==> src/rtl/branch_result_unit.sv <==
// Branch result unit: holds fetch-stage prediction records in a circular queue
// and converts execute-lane resolutions into registered branch-result records.
module branch_result_unit #(
    parameter int FETCH_WIDTH     = 2,
    parameter int INT_ISSUE_WIDTH = 2,
    parameter int QUEUE_SIZE      = 16,
    parameter int ADDR_WIDTH      = 32,
    parameter int GH_WIDTH        = 10,
    parameter int PHT_ENTRY_WIDTH = 2,
    localparam int TAG_W  = $clog2(QUEUE_SIZE),
    localparam int CNUM_W = $clog2(INT_ISSUE_WIDTH) + 1
) (
    input  logic                                   clk,
    input  logic                                   rst_n,
    input  logic [FETCH_WIDTH-1:0]                 alloc_valid,
    input  logic [FETCH_WIDTH*ADDR_WIDTH-1:0]      alloc_addr,
    input  logic [FETCH_WIDTH*GH_WIDTH-1:0]        alloc_gh,
    input  logic [FETCH_WIDTH*PHT_ENTRY_WIDTH-1:0] alloc_pht,
    input  logic [FETCH_WIDTH-1:0]                 alloc_taken,
    input  logic [FETCH_WIDTH*ADDR_WIDTH-1:0]      alloc_target,
    output logic                                   alloc_ready,
    output logic [FETCH_WIDTH*TAG_W-1:0]           alloc_tag,
    input  logic [INT_ISSUE_WIDTH-1:0]             res_valid,
    input  logic [INT_ISSUE_WIDTH*TAG_W-1:0]       res_tag,
    input  logic [INT_ISSUE_WIDTH-1:0]             res_taken,
    input  logic [INT_ISSUE_WIDTH*ADDR_WIDTH-1:0]  res_target,
    input  logic [INT_ISSUE_WIDTH-1:0]             res_is_cond,
    output logic [INT_ISSUE_WIDTH-1:0]             br_valid,
    output logic [INT_ISSUE_WIDTH*ADDR_WIDTH-1:0]  br_addr,
    output logic [INT_ISSUE_WIDTH*GH_WIDTH-1:0]    br_gh,
    output logic [INT_ISSUE_WIDTH*PHT_ENTRY_WIDTH-1:0] br_pht_prev,
    output logic [INT_ISSUE_WIDTH-1:0]             br_exec_taken,
    output logic [INT_ISSUE_WIDTH-1:0]             br_is_cond,
    output logic [INT_ISSUE_WIDTH-1:0]             br_mispred,
    input  logic [CNUM_W-1:0]                      commit_num,
    output logic [TAG_W:0]                         count
);

    localparam int PTR_W = TAG_W + 1;

    logic [ADDR_WIDTH-1:0]      entAddr   [QUEUE_SIZE];
    logic [ADDR_WIDTH-1:0]      entTarget [QUEUE_SIZE];
    logic [GH_WIDTH-1:0]        entGh     [QUEUE_SIZE];
    logic [PHT_ENTRY_WIDTH-1:0] entPht    [QUEUE_SIZE];
    logic                       entTaken  [QUEUE_SIZE];

    logic [PTR_W-1:0] headPtr, tailPtr, headNext, tailNext;
    logic [PTR_W-1:0] allocNum, freeSlots, commitClip, recDist;
    logic             allocFire, recover;
    logic [TAG_W-1:0] recAge;

    logic [TAG_W-1:0]           resTag [INT_ISSUE_WIDTH];
    logic [TAG_W-1:0]           resAge [INT_ISSUE_WIDTH];
    logic [INT_ISSUE_WIDTH-1:0] resHit, resMis;

    logic [INT_ISSUE_WIDTH-1:0]                 brValid_p1, brTaken_p1, brCond_p1, brMis_p1;
    logic [INT_ISSUE_WIDTH*ADDR_WIDTH-1:0]      brAddr_p1;
    logic [INT_ISSUE_WIDTH*GH_WIDTH-1:0]        brGh_p1;
    logic [INT_ISSUE_WIDTH*PHT_ENTRY_WIDTH-1:0] brPht_p1;

    assign count     = tailPtr - headPtr;
    assign freeSlots = PTR_W'(QUEUE_SIZE) - count;

    // Slots are packed in program order: each valid slot takes the next free index.
    always_comb begin
        allocNum  = '0;
        alloc_tag = '0;
        for (int i = 0; i < FETCH_WIDTH; i++) begin
            alloc_tag[i*TAG_W +: TAG_W] = tailPtr[TAG_W-1:0] + allocNum[TAG_W-1:0];
            allocNum = allocNum + PTR_W'(alloc_valid[i]);
        end
    end

    assign alloc_ready = (freeSlots >= allocNum);

    for (genvar l = 0; l < INT_ISSUE_WIDTH; l++) begin : g_lane
        logic [ADDR_WIDTH-1:0] tgt;
        logic                  condMis, jumpMis;

        assign resTag[l] = res_tag[l*TAG_W +: TAG_W];
        assign tgt       = res_target[l*ADDR_WIDTH +: ADDR_WIDTH];
        assign resAge[l] = resTag[l] - headPtr[TAG_W-1:0];
        assign resHit[l] = res_valid[l] && ({1'b0, resAge[l]} < count);
        assign condMis   = (res_taken[l] != entTaken[resTag[l]]) ||
                           (res_taken[l] && (tgt != entTarget[resTag[l]]));
        assign jumpMis   = !entTaken[resTag[l]] || (tgt != entTarget[resTag[l]]);
        assign resMis[l] = resHit[l] && (res_is_cond[l] ? condMis : jumpMis);
    end

    // Oldest mispredicting lane wins; age is distance from head.
    always_comb begin
        recover = 1'b0;
        recAge  = '0;
        for (int l = 0; l < INT_ISSUE_WIDTH; l++) begin
            if (resMis[l] && (!recover || (resAge[l] < recAge))) begin
                recover = 1'b1;
                recAge  = resAge[l];
            end
        end
    end

    always_comb begin
        commitClip = (PTR_W'(commit_num) > count) ? count : PTR_W'(commit_num);
        headNext   = headPtr + commitClip;
        recDist    = {1'b0, recAge} + PTR_W'(1);
        allocFire  = alloc_ready && (allocNum != '0) && !recover;
        if (recover) begin
            // A commit past the squash point leaves the queue empty at the new head.
            tailNext = (recDist < commitClip) ? headNext : (headPtr + recDist);
        end else if (allocFire) begin
            tailNext = tailPtr + allocNum;
        end else begin
            tailNext = tailPtr;
        end
    end

    always_ff @(posedge clk or negedge rst_n) begin
        if (!rst_n) begin
            headPtr <= '0;
            tailPtr <= '0;
        end else begin
            headPtr <= headNext;
            tailPtr <= tailNext;
        end
    end

    always_ff @(posedge clk) begin
        if (allocFire) begin
            for (int i = 0; i < FETCH_WIDTH; i++) begin
                if (alloc_valid[i]) begin
                    entAddr[alloc_tag[i*TAG_W +: TAG_W]]   <= alloc_addr[i*ADDR_WIDTH +: ADDR_WIDTH];
                    entTarget[alloc_tag[i*TAG_W +: TAG_W]] <= alloc_target[i*ADDR_WIDTH +: ADDR_WIDTH];
                    entGh[alloc_tag[i*TAG_W +: TAG_W]]     <= alloc_gh[i*GH_WIDTH +: GH_WIDTH];
                    entPht[alloc_tag[i*TAG_W +: TAG_W]]    <= alloc_pht[i*PHT_ENTRY_WIDTH +: PHT_ENTRY_WIDTH];
                    entTaken[alloc_tag[i*TAG_W +: TAG_W]]  <= alloc_taken[i];
                end
            end
        end
    end

    // ---- resolve -> branch-result record (p1) ----
    always_ff @(posedge clk or negedge rst_n) begin
        if (!rst_n) begin
            brValid_p1 <= '0;
            brTaken_p1 <= '0;
            brCond_p1  <= '0;
            brMis_p1   <= '0;
            brAddr_p1  <= '0;
            brGh_p1    <= '0;
            brPht_p1   <= '0;
        end else begin
            for (int l = 0; l < INT_ISSUE_WIDTH; l++) begin
                brValid_p1[l] <= resHit[l];
                if (resHit[l]) begin
                    brAddr_p1[l*ADDR_WIDTH +: ADDR_WIDTH]          <= entAddr[resTag[l]];
                    brGh_p1[l*GH_WIDTH +: GH_WIDTH]                <= entGh[resTag[l]];
                    brPht_p1[l*PHT_ENTRY_WIDTH +: PHT_ENTRY_WIDTH] <= entPht[resTag[l]];
                    brTaken_p1[l] <= res_taken[l];
                    brCond_p1[l]  <= res_is_cond[l];
                    brMis_p1[l]   <= resMis[l];
                end
            end
        end
    end

    assign br_valid      = brValid_p1;
    assign br_addr       = brAddr_p1;
    assign br_gh         = brGh_p1;
    assign br_pht_prev   = brPht_p1;
    assign br_exec_taken = brTaken_p1;
    assign br_is_cond    = brCond_p1;
    assign br_mispred    = brMis_p1;

    always_ff @(posedge clk) begin
        if (rst_n) begin
            assert (PTR_W'(commit_num) <= count)
                else $error("commit_num %0d exceeds count %0d", commit_num, count);
            for (int l = 0; l < INT_ISSUE_WIDTH; l++) begin
                assert (!res_valid[l] || resHit[l])
                    else $error("lane %0d resolves tag %0d outside the live window", l, resTag[l]);
            end
        end
    end

endmodule
==> config.mk <==
export PLATFORM = sky130hd
export DESIGN_NAME = branch_result_unit
export DESIGN_NICKNAME = d
export VERILOG_FILES = /design/src/rtl/branch_result_unit.sv
export SDC_FILE = /design/constraint.sdc
export NUM_CORES = 2
export LEC_CHECK = 0
export CAP_MARGIN = 20
export CORE_MARGIN = 2
export CORE_UTILIZATION = 45
export DETAILED_ROUTE_END_ITERATION = 16
export GPL_ROUTABILITY_DRIVEN = 0
export MAX_ROUTING_LAYER = met4
export PLACE_DENSITY_LB_ADDON = 0.1
export SYNTH_ARGS = -nofsm -noshare
export SYNTH_HDL_FRONTEND = slang
export SYNTH_SLANG_ARGS = --single-unit
==> constraint.sdc <==
create_clock -name clk -period 14.5 [get_ports clk]
set_input_delay 2.175 -clock clk [delete_from_list [all_inputs] [get_ports clk]]
set_output_delay 2.175 -clock clk [all_outputs]
set_load 0.05 [all_outputs]
==> impl_metrics.ini <==
[route]
drc = 0
wl_mm = 269
post_drt_via_cell_ratio = 6.62
drt-initial-drc-count = 5498
first_pass_iters = 5
vias = 47900
final_antenna_net_count = 0
wl_per_cell_um = 37.2

[global_routing]
grtUsageTotal = 0.307
grt_max_degree = 119
grt_overflow = 0
antenna_found_initial = 27
grt_pass1_wl_mm = 379
grt_pass1_vias = 48300

[layout]
syn2layout_area_growth_pct = 12.6
post-route-util = 0.511
final_nets = 5055
drive_above_1_share = 0.462

[power]
p_int_mw = 8.91
clock_power_share = 0.277
power_frac_seq = 0.378
switching_power_mw = 4.78
ir_drop_v = 0.000126
leakagePower_nw = 30.7
combPwrFrac = 0.345
power.density_nw_per_um2 = 154
finalPower_mw = 13.7
swShare = 0.349

[clock_tree]
clock_latency_ps = 820
h-tree-depth = 4
cts.root.buffer_cell = clkbuf_16
cts.reportedPaths.clkPinSlew_ps = 60
cts_buffer_depth = 3
tritoncts = yes
cts_sinks = 1338
postCtsSetupBuffers = 0
ctsResizeCount = 0
hold_buffers = 0
numCtsBuffers = 156

[timing]
setup_viol = 0
fin_crit_sh = 0.677
slew_viol_final = 0
relSlewSlack = 0.195
fmax_mhz = 102
setup_tns_ps = 0
rsz0062_at_grt = no
fin_crit_ps = 9810
worst_pin_slew_ps = 1210
clock_skew_ps = 30.4
hold_viol = 0

[synth]
ys.flop_type = edfxtp_1
synth_area_um2 = 79100
synth-edff-count = 1232
ys_ff_latch = 1338
synth-async-reset-ratio = 0.0792
seq_area_frac_synth = 0.501
synth_top_area_frac = 0.468
syn_inst = 4654
syn_avg_cell_area_um2 = 17.0
synth_top_cell_by_area = edfxtp_1
synth_cell_types = 76
yosys_warnings = 0
synth_area_leaders = edfxtp_1, mux4_2, mux2_2

[critical_path]
r2r_start = tailPtr[0]
slowest_delay_ps = 900
critPathSlowestCell = buf_4
cp-startpoint = res_tag[5]
crit_chain = buf_8, buf_12, buf_4, mux4_2, mux2_2, nand2_1, a21o_1, nand3_1, or4_1, or4_1, and2b_1, nor2_8, and4bb_1, nand2_8, o21ai_4, buf_4, buf_4
crit_type = in2reg
start_kind = input port
reg2regPathDepth = 32
cp_max_fo = 118
crit_required_ps = 14920
cpMostUsedCell = buf_4
endpoint_kind = flop
arrival_ps = 10230

[floorplanning]
coreArea_um2 = 174000
io_pins = 348
die_x_um = 423
rows = 153
start_util = 0.454
fp.dieArea_um2 = 179000
die_h_um = 423

[run_status]
status = complete, no violations

[hold_path]
min_path_type = reg2reg
hold_start = br_is_cond[0]
hold_depth = 2

[placement]
port_buffers = 347
dp.final_hpwl_mm = 158

[run]
drv_cap = 0
[routing by layer]
metal | vias to the layer above | share of wire | track usage
met2 | 2201 | 0.48 | 0.479
met1 | 25900 | 0.42 | 0.417
met4 | 0 | 0.031 | 0.0953
li1 | 19300 | - | -
met5 | - | 0 | -
met3 | 453 | 0.070 | 0.0440
[flip-flops by register name, summed over array words and instances (netlist names), 16 cells and up]
signal and flops:
entPht 32, entTarget 512, entAddr 512, br_gh 20, br_addr 64, entTaken 16, entGh 160
[synthesized netlist by cell type, types with 6 or more instances]
cell type and instances:
a31oi_1 7, buf_2 108, a221oi_1 23, nand4_1 7
mux2_1 72, mux2_2 1043, a22o_1 24, edfxtp_1 1232
a22oi_1 28, nor3_1 9, buf_4 25, nand2b_1 18
a21oi_1 30, nand2_2 7, o21ai_0 39, inv_1 31
mux2i_1 215, nand3_1 16, dfrtp_1 106, buf_1 48
xnor2_1 60, a21o_1 17, ha_1 43, clkbuf_1 259
nor2_1 25, nor4_1 12, fa_1 6, mux2_4 232
nand2_1 50, nor2b_1 18, buf_6 52, o22ai_1 11
xor2_1 44, mux4_2 630, nand2_4 9, and3_1 9
[area by class of cell]
type	count	area, µm²
Antenna cell	16	40.0
Clock buffer	223	4380
Clock inverter	61	388
Fill cell	14400	85200
Inverter	34	133
Multi-Input combinational cell	2793	37200
Sequential cell	1338	39600
Tap cell	2325	2910
Timing Repair Buffer	445	4330
[per-stage QoR]
stage	hold WS, ps	worst slack (ps)	cell area, µm²	instances
3_3_place_gp	469	4020	84200	6934
6_report	498	4690	89100	7235
3_5_place_dp	475	3980	84200	6934
4_1_cts	505	4830	89000	7218
5_1_grt	523	4260	89000	7232
2_1_floorplan	523	2740	79100	4657
[critical path: cells and delay by family]
kind / cells / cell delay, ps
and+or+nand+nor: 8 / 2920
buffers and inverters: 5 / 3380
muxes: 2 / 890
AOI/OAI and AO/OA: 2 / 300
[power groups by stage]
stage,registers [mW],clock network [mW],logic (mW)
final,5.17,3.80,4.73
after global routing,5.22,3.99,4.96
after CTS,5.18,3.84,4.72
after detailed placement,5.25,0,4.70
after global placement,5.24,0,4.68
after floorplan,5.72,0,2.61
[placed cells by master, fill, tap and decap left out, types with 16 or more instances in the layout]
cell and n:
nor2_1 25, xnor2_1 60, nand3_1 16, a22oi_1 28, a221oi_1 23, o21ai_0 21
xor2_1 44, dfrtp_1 106, mux2_1 72, edfxtp_1 1232, mux4_2 630, a21oi_1 30
mux2i_1 215, clkbuf_1 50, nand2b_1 18, nand2_1 50, diode_2 16, a21o_1 17
clkinv_1 33, ha_1 43, nor2b_1 18, inv_1 30, mux2_2 1043, a22o_1 24
buf_4 91, clkbuf_16 161, mux2_4 232, clkinv_2 17, nand2_8 16, clkdlybuf4s50_1 338
o21ai_4 18
[path summary, 6_finish.rpt]
check	to	slack, ps
worst max-delay path	entTarget[0][5]	4690
worst min-delay path	br_is_cond[0]	500
worst max register to register	tailPtr[2]	6680
worst min register to register	br_is_cond[0]	500
max in group asynchronous	br_addr[44]	11590
min in group asynchronous	br_gh[13]	1270
[logic make-up (layout without fill, tap and decap cells)]
family | Yosys count | count (layout) | share of synthesized area
buffers and inverters | 526 | 763 | 0.0328
and+or+nand+nor | 218 | 218 | 0.0160
xor gates and xnor gates | 104 | 104 | 0.0115
DFF | 1338 | 1338 | 0.501
AOI/OAI and AO/OA | 225 | 225 | 0.0203
adders and majority gates | 49 | 49 | 0.00832
muxes | 2192 | 2192 | 0.410
other | 2 | 21 | 0.0000950
(Power assumes the default switching activity.)
